==> config.mk <==
export PLATFORM = sky130hd
export DESIGN_NAME = controle_multiciclo
export DESIGN_NICKNAME = d
export VERILOG_FILES = /design/src/rtl/controle_multiciclo.sv
export SDC_FILE = /design/constraint.sdc
export NUM_CORES = 1
export LEC_CHECK = 0
export CAP_MARGIN = 10
export CORE_MARGIN = 5
export CORE_UTILIZATION = 44
export CTS_BUF_LIST = sky130_fd_sc_hd__clkbuf_16
export CTS_CLUSTER_SIZE = 24
export DETAILED_ROUTE_END_ITERATION = 7
export PLACE_DENSITY = 0.85
export SLEW_MARGIN = 40
export SYNTH_ARGS = -nofsm -noshare
export SYNTH_HDL_FRONTEND = slang
export SYNTH_SLANG_ARGS = --single-unit
==> constraint.sdc <==
create_clock -name clock -period 2 [get_ports clock]
set_input_delay 0.4 -clock clock [delete_from_list [all_inputs] [get_ports clock]]
set_output_delay 0.4 -clock clock [all_outputs]
set_load 0.02 [all_outputs]
==> src/rtl/controle_multiciclo.sv <==
// Multicycle control unit for the 16-bit datapath: fetch, ROM wait, decode, execute,
// data-memory wait with timeout, and writeback. All outputs are registered (Moore).
module controle_multiciclo #(
    parameter int ROM_LAT    = 1,
    parameter int MD_TIMEOUT = 15,
    parameter int CONT_W     = 16
) (
    input  logic              clock,
    input  logic              reset,
    input  logic              botao,
    input  logic              modo_passo,
    input  logic [15:0]       instrucao,
    input  logic              md_pronto,
    output logic              controlePC,
    output logic              Rom_sink_ren,
    output logic              Rom_sink_cen,
    output logic              controlePCcopia,
    output logic [2:0]        BR_Sel_E_SA,
    output logic [2:0]        BR_Sel_SB,
    output logic              BR_Hab_Escrita,
    output logic              MD_Hab_Escrita,
    output logic [11:0]       EXconstante,
    output logic [2:0]        EXcontrole,
    output logic [7:0]        ULA_OP,
    output logic              Controle_Mux1,
    output logic [1:0]        Controle_Mux2,
    output logic              controleMUX_PC,
    output logic              jump_ver_fal,
    output logic [3:0]        condicaoJump,
    output logic [4:0]        atualizaFlag,
    output logic              erro_md,
    output logic [CONT_W-1:0] instr_cont,
    output logic [2:0]        estado_dbg
);
    typedef enum logic [2:0] {
        OCIOSO = 3'd0, BUSCA = 3'd1, ESPERA_ROM = 3'd2, DECODIFICA = 3'd3,
        EXECUTA = 3'd4, MEMORIA = 3'd5, ESCRITA = 3'd6
    } estado_t;

    localparam int CMAX = (ROM_LAT > MD_TIMEOUT) ? ROM_LAT : MD_TIMEOUT;
    localparam int CW   = $clog2(CMAX + 1);

    estado_t estado_q, estado_d;
    logic [15:0] ir_q, ir_d;
    logic [CW-1:0] cnt_q, cnt_d;
    logic [CONT_W-1:0] cont_q, cont_d;
    logic primeiro_q, primeiro_d, botao_q, botao_d, erro_q, erro_d;
    logic pc_q, pc_d, ren_q, ren_d, copia_q, copia_d, brwe_q, brwe_d, mdwe_q, mdwe_d;
    logic [2:0] sa_q, sa_d, sb_q, sb_d, exctl_q, exctl_d;
    logic [11:0] exc_q, exc_d;
    logic [7:0] op_q, op_d;
    logic m1_q, m1_d, mpc_q, mpc_d, jvf_q, jvf_d;
    logic [1:0] m2_q, m2_d;
    logic [3:0] cj_q, cj_d;
    logic [4:0] af_q, af_d;

    logic [1:0] fmt, j;
    logic [4:0] op5;
    logic is_ld, is_st, is_jal, go_busca, go_escrita, timeout;

    assign fmt    = ir_q[15:14];
    assign j      = ir_q[13:12];
    assign is_ld  = (fmt == 2'b10) && (ir_q[10:6] == 5'b01010);
    assign is_st  = (fmt == 2'b10) && (ir_q[10:6] == 5'b01011);
    assign is_jal = (ir_q[15:11] == 5'b00110);
    assign op5    = (fmt == 2'b10) ? ir_q[10:6] :
                    (fmt == 2'b00 && j == 2'b11) ? 5'b10011 : 5'b00000;

    always_comb begin
        estado_d = estado_q;  ir_d = ir_q;  cnt_d = cnt_q;  cont_d = cont_q;
        primeiro_d = primeiro_q;  botao_d = botao;  erro_d = erro_q;
        pc_d = 1'b0;  ren_d = 1'b0;  copia_d = 1'b0;  brwe_d = 1'b0;  mdwe_d = 1'b0;
        sa_d = sa_q;  sb_d = sb_q;  exc_d = exc_q;  exctl_d = exctl_q;  op_d = op_q;
        m1_d = m1_q;  m2_d = m2_q;  mpc_d = mpc_q;  jvf_d = jvf_q;  cj_d = cj_q;  af_d = af_q;
        go_busca = 1'b0;  go_escrita = 1'b0;  timeout = 1'b0;
        case (estado_q)
            OCIOSO: go_busca = !modo_passo || (botao && !botao_q);
            BUSCA: begin
                estado_d = ESPERA_ROM;
                ren_d    = 1'b1;
                cnt_d    = '0;
            end
            ESPERA_ROM: begin
                if (cnt_q == CW'(ROM_LAT - 1)) begin
                    // Decode straight from the word being latched so fields are valid in DECODIFICA.
                    ir_d = instrucao;  estado_d = DECODIFICA;
                    sa_d = '0;  sb_d = '0;  exc_d = '0;  exctl_d = '0;
                    case (ir_d[15:14])
                        2'b10: begin sa_d = ir_d[5:3]; sb_d = ir_d[2:0]; end
                        2'b01: exc_d = {1'b0, ir_d[10:0]};
                        2'b11: begin
                            sa_d = ir_d[13:11];  exc_d = {4'b0, ir_d[7:0]};
                            exctl_d = ir_d[10] ? 3'b010 : 3'b001;
                        end
                        default: case (ir_d[13:12])
                            2'b10:   begin exc_d = ir_d[11:0]; exctl_d = 3'b100; end
                            2'b11:   begin sb_d = ir_d[2:0]; copia_d = !ir_d[11]; end
                            default: begin exc_d = {4'b0, ir_d[7:0]}; exctl_d = 3'b011; end
                        endcase
                    endcase
                end else begin
                    ren_d = 1'b1;
                    cnt_d = cnt_q + CW'(1);
                end
            end
            DECODIFICA: begin
                estado_d = EXECUTA;
                op_d  = {fmt, ir_q[10], op5};
                m1_d  = (fmt != 2'b10);
                af_d  = (fmt == 2'b10 && !is_ld && !is_st) ? ir_q[10:6] : 5'b11111;
                cj_d  = (fmt != 2'b00) ? 4'b1111 : (j[1] ? 4'b1100 : ir_q[11:8]);
                jvf_d = (fmt == 2'b00 && !j[1]) ? ir_q[12] : 1'b0;
                mpc_d = !(fmt == 2'b00 && j != 2'b11);
            end
            EXECUTA: begin
                if (is_ld || is_st) begin
                    estado_d = MEMORIA;  mdwe_d = is_st;  cnt_d = '0;
                end else begin
                    go_escrita = 1'b1;
                end
            end
            MEMORIA: begin
                if (md_pronto) begin
                    go_escrita = 1'b1;
                end else if (cnt_q == CW'(MD_TIMEOUT - 1)) begin
                    go_escrita = 1'b1;  timeout = 1'b1;  erro_d = 1'b1;
                end else begin
                    mdwe_d = is_st;
                    cnt_d  = cnt_q + CW'(1);
                end
            end
            ESCRITA: begin
                cont_d = cont_q + CONT_W'(1);
                if (modo_passo) estado_d = OCIOSO;
                else            go_busca = 1'b1;
            end
            default: estado_d = OCIOSO;
        endcase

        if (go_busca) begin
            estado_d = BUSCA;  ren_d = 1'b1;  pc_d = !primeiro_q;  primeiro_d = 1'b0;
        end
        if (go_escrita) begin
            estado_d = ESCRITA;
            sa_d = ir_q[13:11];  cj_d = 4'b1111;  jvf_d = 1'b0;  af_d = 5'b11111;
            m2_d = is_jal ? 2'b10 : (is_ld ? 2'b01 : 2'b00);
            // A timed-out load has no valid data, so it must not reach the register bank.
            brwe_d = !(is_st || (fmt == 2'b00 && !is_jal) || (is_ld && timeout));
        end
    end

    always_ff @(posedge clock) begin
        if (reset) begin
            estado_q <= OCIOSO;  ir_q <= '0;  cnt_q <= '0;  cont_q <= '0;
            primeiro_q <= 1'b1;  botao_q <= 1'b0;  erro_q <= 1'b0;
            pc_q <= 1'b0;  ren_q <= 1'b0;  copia_q <= 1'b0;  brwe_q <= 1'b0;  mdwe_q <= 1'b0;
            sa_q <= '0;  sb_q <= '0;  exc_q <= '0;  exctl_q <= '0;  op_q <= '0;
            m1_q <= 1'b0;  m2_q <= '0;  mpc_q <= 1'b1;  jvf_q <= 1'b0;
            cj_q <= 4'b1111;  af_q <= 5'b11111;
        end else begin
            estado_q <= estado_d;  ir_q <= ir_d;  cnt_q <= cnt_d;  cont_q <= cont_d;
            primeiro_q <= primeiro_d;  botao_q <= botao_d;  erro_q <= erro_d;
            pc_q <= pc_d;  ren_q <= ren_d;  copia_q <= copia_d;  brwe_q <= brwe_d;  mdwe_q <= mdwe_d;
            sa_q <= sa_d;  sb_q <= sb_d;  exc_q <= exc_d;  exctl_q <= exctl_d;  op_q <= op_d;
            m1_q <= m1_d;  m2_q <= m2_d;  mpc_q <= mpc_d;  jvf_q <= jvf_d;
            cj_q <= cj_d;  af_q <= af_d;
        end
    end

    assign controlePC      = pc_q;
    assign Rom_sink_ren    = ren_q;
    assign Rom_sink_cen    = ren_q;
    assign controlePCcopia = copia_q;
    assign BR_Sel_E_SA     = sa_q;
    assign BR_Sel_SB       = sb_q;
    assign BR_Hab_Escrita  = brwe_q;
    assign MD_Hab_Escrita  = mdwe_q;
    assign EXconstante     = exc_q;
    assign EXcontrole      = exctl_q;
    assign ULA_OP          = op_q;
    assign Controle_Mux1   = m1_q;
    assign Controle_Mux2   = m2_q;
    assign controleMUX_PC  = mpc_q;
    assign jump_ver_fal    = jvf_q;
    assign condicaoJump    = cj_q;
    assign atualizaFlag    = af_q;
    assign erro_md         = erro_q;
    assign instr_cont      = cont_q;
    assign estado_dbg      = estado_q;
endmodule
==> results of run 1 <==
[metal layers]
layer,track usage (%),vias up,wire length (µm)
li1,-,1731,-
met3,4.86,17,966
met2,32.5,177,4970
met1,26.8,1714,4250
met4,9.22,0,202
met5,0,-,0
[metrics by stage]
| step | setup WS (ps) | utilization (%) | std cells |
|---|---|---|---|
| floorplan | 59.9 | - | 428 |
| global placement | -3.87 | 60.3 | 620 |
| detailed placement | 45.4 | 60.3 | 620 |
| CTS | 3.84 | 64.2 | 636 |
| global route | 25.8 | 65.0 | 637 |
| finish | 98.7 | 65.0 | 637 |
[area by class of cell]
cell class / count / share of cell area (%)
Clock buffer: 9 / 4.44
Clock inverter: 7 / 1.63
Inverter: 11 / 0.814
Multi-Input combinational cell: 306 / 35.3
Sequential cell: 84 / 33.2
Tap cell: 102 / 2.52
Timing Repair Buffer: 118 / 22.1
[how the worst max path moves through the flow]
stage / depth (start not counted) / endpoint
2_1_floorplan: 5 / instr_cont[15]
3_3_place_gp: 6 / EXconstante[8]
3_5_place_dp: 4 / instr_cont[15]
4_1_cts: 2 / estado_dbg[1]
5_1_grt: 4 / instr_cont[15]
6_report: 2 / estado_dbg[0]
[cells in the mapped netlist (all sizes together), types with 4 or more instances]
library cell | count | share of area, %
xnor2 | 5 | 1.2
nor4 | 4 | 0.70
nand3 | 27 | 3.8
nand2 | 58 | 6.1
nand2b | 8 | 1.4
o22ai | 4 | 0.70
a31oi | 5 | 0.87
clkbuf | 25 | 2.6
dfxtp | 84 | 47
mux2 | 4 | 1.3
a22oi | 11 | 2.3
o211ai | 11 | 2.3
or3 | 7 | 1.2
o21ai | 19 | 2.7
inv | 10 | 1.0
mux2i | 4 | 1.1
a21oi | 40 | 5.6
nor2 | 33 | 3.5
nor2b | 8 | 1.4
nand4 | 5 | 0.87
ha | 4 | 1.4
nor3 | 9 | 1.3
[power by group]
| group | internal (mW) | leakage [nW] | switching (mW) |
|---|---|---|---|
| Combinational | 0.742 | 0.960 | 0.955 |
| Clock | 0.992 | 0.150 | 0.728 |
| Sequential | 1.89 | 0.681 | 0.154 |
| Total | 3.62 | 1.79 | 1.84 |
[registers in the layout (all words and copies together), names as in the netlist, 2 cells and up]
signal         flops
cnt_q              4
ULA_OP             8
condicaoJump       4
estado_dbg         3
Controle_Mux2      2
BR_Sel_E_SA        3
instr_cont        16
EXcontrole         3
EXconstante       12
BR_Sel_SB          3
atualizaFlag       5
ir_q              10
[cell families after synthesis]
kind of cell / synth area share, %
AND/OR/NAND/NOR: 24.8
AO/OA/AOI/OAI: 18.6
flip-flops: 47.0
buffers and inverters: 4.09
multiplexers: 2.38
XOR/XNOR: 1.71
adder cells (fa/ha/maj): 1.40
[repair_timing]
action                     in CTS  in global routing
setup endpoints to repair       0                 13
hold buffers                    0                  0
gates resized for setup         0                 13
==> results_dict.tcl, run 1 <==
set metrics [dict create \
    finalSetupTns_ps 0 \
    yosysSeqAreaShare_pct 47.0 \
    worstSkewPairLatency_ps 340 \
    drtIter0Drc 256 \
    min_path_type "in -> reg" \
    drc 0 \
    core-area_um2 7810 \
    startpoint "estado_dbg[0]" \
    clockBufferDepth 2 \
    status "finished clean" \
    grt_overflow 0 \
    fin_area_um2 5070 \
    hold_viol 0 \
    vias_per_cell 5.71 \
    slew_headroom_pct 56.9 \
    final_max_slew_viol_count 0 \
    hold_depth 2 \
    worstSetupPathType "reg -> out" \
    cpPeakStageDelay_ps 630 \
    cts_setup_buffers 0 \
    wl_um 10400 \
    syn_to_final_growth_pct 41.8 \
    cts_tree "built" \
    gp_congestion 0.883 \
    clk_pin_slew_ps 60 \
    htree_num_levels 3 \
    cts_buffers 9 \
    die_h_um 100 \
    cp.required_ps 1600 \
    ant_nets 0 \
    ys_ff_latch 84 \
    mostFrequentLayoutCells "clkdlybuf4s50_1 (87), dfxtp_1 (84), nand2_1 (58), a21oi_1 (39), nor2_1 (32)" \
    reg2reg_to "instr_cont[15]" \
    p_leak_nw 1.79 \
    register_area_um2 1680 \
    cp_num_buf_inv 2 \
    clock-root-buffer "clkbuf_16" \
    r2r_setup_slack_ps 120 \
    multi_input_comb_area_um2 1790 \
    min_to "ir_q[10]" \
    design_power_total_mw 5.46 \
    power.density_nw_per_um2 1080 \
    reg2reg_depth 4 \
    layout_commonest_cell "clkdlybuf4s50_1" \
    setup.worst_path.start_class "flip-flop" \
    syn_avg_cell_area_um2 8.36 \
    drive_gt1_share_pct 11.4 \
    cp_top_family "buffers and inverters" \
    holdWs_ps 342 \
    grt_antenna_before_repair 0 \
    diodes 0 \
    dieArea_um2 10000 \
    grt_pass1_wl_um 16700 \
    crit-reg2reg-launch "instr_cont[2]" \
    async_reset_ff_share_pct 0 \
    synth_area_um2 3580 \
    cap_violations 0 \
    fin_nets 555 \
    worst_path_max_delay_cell "clkdlybuf4s50_1" \
    rows 32 \
    grt_max_degree 63 \
    io_pins 90 \
    period_share_pct 95.1 \
    portBuffers 89 \
    clock_sinks 84 \
    path_cells "buf_4 -> clkdlybuf4s50_1" \
    skew_ps 7.87 \
    hpwl_um 7190 \
    path_max_fanout 15 \
    grt_pass1_vias 3455 \
    routed-via-count 3639 \
    post-route-min-period_ps 1900 \
    yosys_warnings 0 \
    endpoint_kind "primary output" \
    start_util_pct 45.8 \
    routedWlPerCell_um 16.3 \
    synth-edff-count 0 \
    syn_nets 453 \
    dpl_cell_area_um2 4710 \
    rsz0062_at_grt "false" \
    finalSetupViolations 0 \
    ir_drop_v 0.000567 \
    cp.arrival_ps 1500 \
    die_x_um 100 \
    holdCritStartpoint "reset" \
    ys_types 50 \
    ys.flop_type "dfxtp_1" \
    fmax_mhz 526 \
    drt_first_pass_iters 5 \
    track_usage_pct 20.6 \
    fillers 652 \
    tightest_slew_ps 644 \
    syn_inst 428 \
]
Note: power is estimated with default switching activity, not from simulation.
==> inputs of run 2 (changes only) <==
--- a/config.mk
+++ b/config.mk
@@ -12,6 +12,7 @@
 export CTS_CLUSTER_SIZE = 24
 export DETAILED_ROUTE_END_ITERATION = 7
 export PLACE_DENSITY = 0.85
+export SKIP_CTS_REPAIR_TIMING = 1
 export SLEW_MARGIN = 40
 export SYNTH_ARGS = -nofsm -noshare
 export SYNTH_HDL_FRONTEND = slang
==> results of run 2 <==
The final DEF is identical to that of run 1; final timing and power are the same.
==> inputs of run 3 (changes only) <==
--- a/config.mk
+++ b/config.mk
@@ -6,12 +6,14 @@
 export NUM_CORES = 1
 export LEC_CHECK = 0
 export CAP_MARGIN = 10
+export CORE_ASPECT_RATIO = 0.9
 export CORE_MARGIN = 5
-export CORE_UTILIZATION = 44
+export CORE_UTILIZATION = 56
 export CTS_BUF_LIST = sky130_fd_sc_hd__clkbuf_16
 export CTS_CLUSTER_SIZE = 24
 export DETAILED_ROUTE_END_ITERATION = 7
-export PLACE_DENSITY = 0.85
+export DONT_BUFFER_PORTS = 1
+export PLACE_DENSITY = 0.83
 export SKIP_CTS_REPAIR_TIMING = 1
 export SLEW_MARGIN = 40
 export SYNTH_ARGS = -nofsm -noshare
==> run 3 against run 2 <==
Net effect: fmax fell by 0.16%; wire length fell by 9.6%; critical endpoint is now cnt_q[2]; highest routed layer unchanged; combinational power fell by 38%; clock power fell by 11%.
==> results_dict.tcl, run 3 (synthesis gave the netlist of run 1 again) <==
set metrics [dict create \
    status "finished clean" \
    grt_pass1_vias 3153 \
    place_inst 518 \
    drtIter0Drc 199 \
    rsz0062_at_grt "false" \
    path_max_fanout 3 \
    start_util_pct 57.9 \
    period_share_pct 95.2 \
    multi_input_comb_area_um2 1760 \
    largest_register_ffs 16 \
    finalSetupViolations 0 \
    p_leak_nw 1.44 \
    grt_antenna_before_repair 0 \
    drt_first_pass_iters 5 \
    reg2reg_depth 7 \
    clk_pin_slew_ps 60 \
    vias_per_cell 6.11 \
    worstSkewPairLatency_ps 340 \
    tightest_slew_ps 681 \
    fin_nets 467 \
    clock_sinks 84 \
    worstSetupPathType "reg -> reg" \
    reg2reg_to "cnt_q[2]" \
    dpl_cell_area_um2 3820 \
    slew_headroom_pct 54.4 \
    instances_no_fill 534 \
    cts_buffers 9 \
    power.density_nw_per_um2 1180 \
    clock-root-buffer "clkbuf_16" \
    skew_ps 7.27 \
    routed-via-count 3264 \
    hold_viol 0 \
    gp_congestion 0.845 \
    register_area_um2 1680 \
    grt_overflow 0 \
    portBuffers 0 \
    endpoint_kind "flip-flop" \
    rows 27 \
    finalSetupTns_ps 0 \
    hpwl_um 6650 \
    drc 0 \
    clockBufferDepth 2 \
    track_usage_pct 23.4 \
    die_x_um 94.2 \
    final_max_slew_viol_count 0 \
    wl_um 9390 \
    crit-reg2reg-launch "cnt_q[0]" \
    core-area_um2 6180 \
    fin_area_um2 4110 \
    layout_commonest_cell "dfxtp_1" \
    syn_to_final_growth_pct 14.8 \
    grt_pass1_wl_um 15200 \
    fmax_mhz 525 \
    holdWs_ps 134 \
    ir_drop_v 0.000773 \
    r2r_setup_slack_ps 100 \
    startpoint "cnt_q[0]" \
    crit_end "cnt_q[2]" \
    drive_gt1_share_pct 12.5 \
    io_pins 90 \
    dieArea_um2 8090 \
    routedWlPerCell_um 17.6 \
    ant_nets 0 \
    cts_tree "built" \
    cap_violations 0 \
    min_path_type "in -> reg" \
    mostFrequentLayoutCells "dfxtp_1 (84), nand2_1 (58), a21oi_1 (40), nor2_1 (33), buf_4 (29)" \
    diodes 0 \
    die_h_um 85.8 \
    fillers 523 \
    cp.required_ps 2210 \
    design_power_total_mw 4.83 \
    htree_num_levels 3 \
    cp.arrival_ps 2120 \
    post-route-min-period_ps 1900 \
    grt_max_degree 67 \
    setup.worst_path.start_class "flip-flop" \
]
run 3: cell count changes in the layout (fill, tap and decap cells not counted), moves of 2 or more:
| cell | previous run | this run |
|---|---|---|
| buf_4 | 26 | 29 |
| clkdlybuf4s50_1 | 87 | 0 |
| clkinvlp_4 | 1 | 3 |
| inv_6 | 2 | 0 |
run 3: power by group:
part	internal (mW)	switching [mW]
Combinational	0.412	0.641
Clock	0.846	0.687
Sequential	1.89	0.357
Total	3.15	1.69
run 3: through the flow:
step | worst slack (ps) | util [%]
3_5_place_dp | 78.9 | 61.8
6_report | 95.6 | 66.4
3_3_place_gp | 146 | 61.8
2_1_floorplan | 59.9 | -
5_1_grt | 32.4 | 66.4
4_1_cts | 56.0 | 66.3
run 3: area by class of cell:
type                    instances  area share [%]
multi-input cells             306            42.8
flip-flops and latches         84            41.0
repair buffers                 30            5.79
clock buffers                   9            5.48
well taps                      87            2.65
clock inverters                 7            1.28
inverters                      11            1.01
run 3: layer usage:
layer | GRT usage, % | vias to the layer above | wire length [µm]
met5 | 0 | - | 0
met4 | 6.04 | 0 | 125
met2 | 36.9 | 143 | 4230
met3 | 10.3 | 15 | 1100
li1 | - | 1550 | -
met1 | 29.5 | 1556 | 3930
run 3: worst max-delay path: stages (launching register included):
cell and delay, ps:
dfxtp_1 310, inv_1 100, ha_1 220, or3b_2 500, a21oi_1 230, buf_4 170, o22ai_1 100, mux2i_1 150
run 3: how the worst min path moves through the flow:
| stage | end | from | slack [ps] | depth (start not counted) |
|---|---|---|---|---|
| floorplan | controlePC | primeiro_q | 400 | 1 |
| global placement | controlePC | primeiro_q | 410 | 1 |
| detailed placement | controlePC | primeiro_q | 410 | 1 |
| CTS | instr_cont[7] | reset | 120 | 1 |
| global route | ir_q[10] | reset | 130 | 1 |
| finish | instr_cont[8] | reset | 130 | 1 |
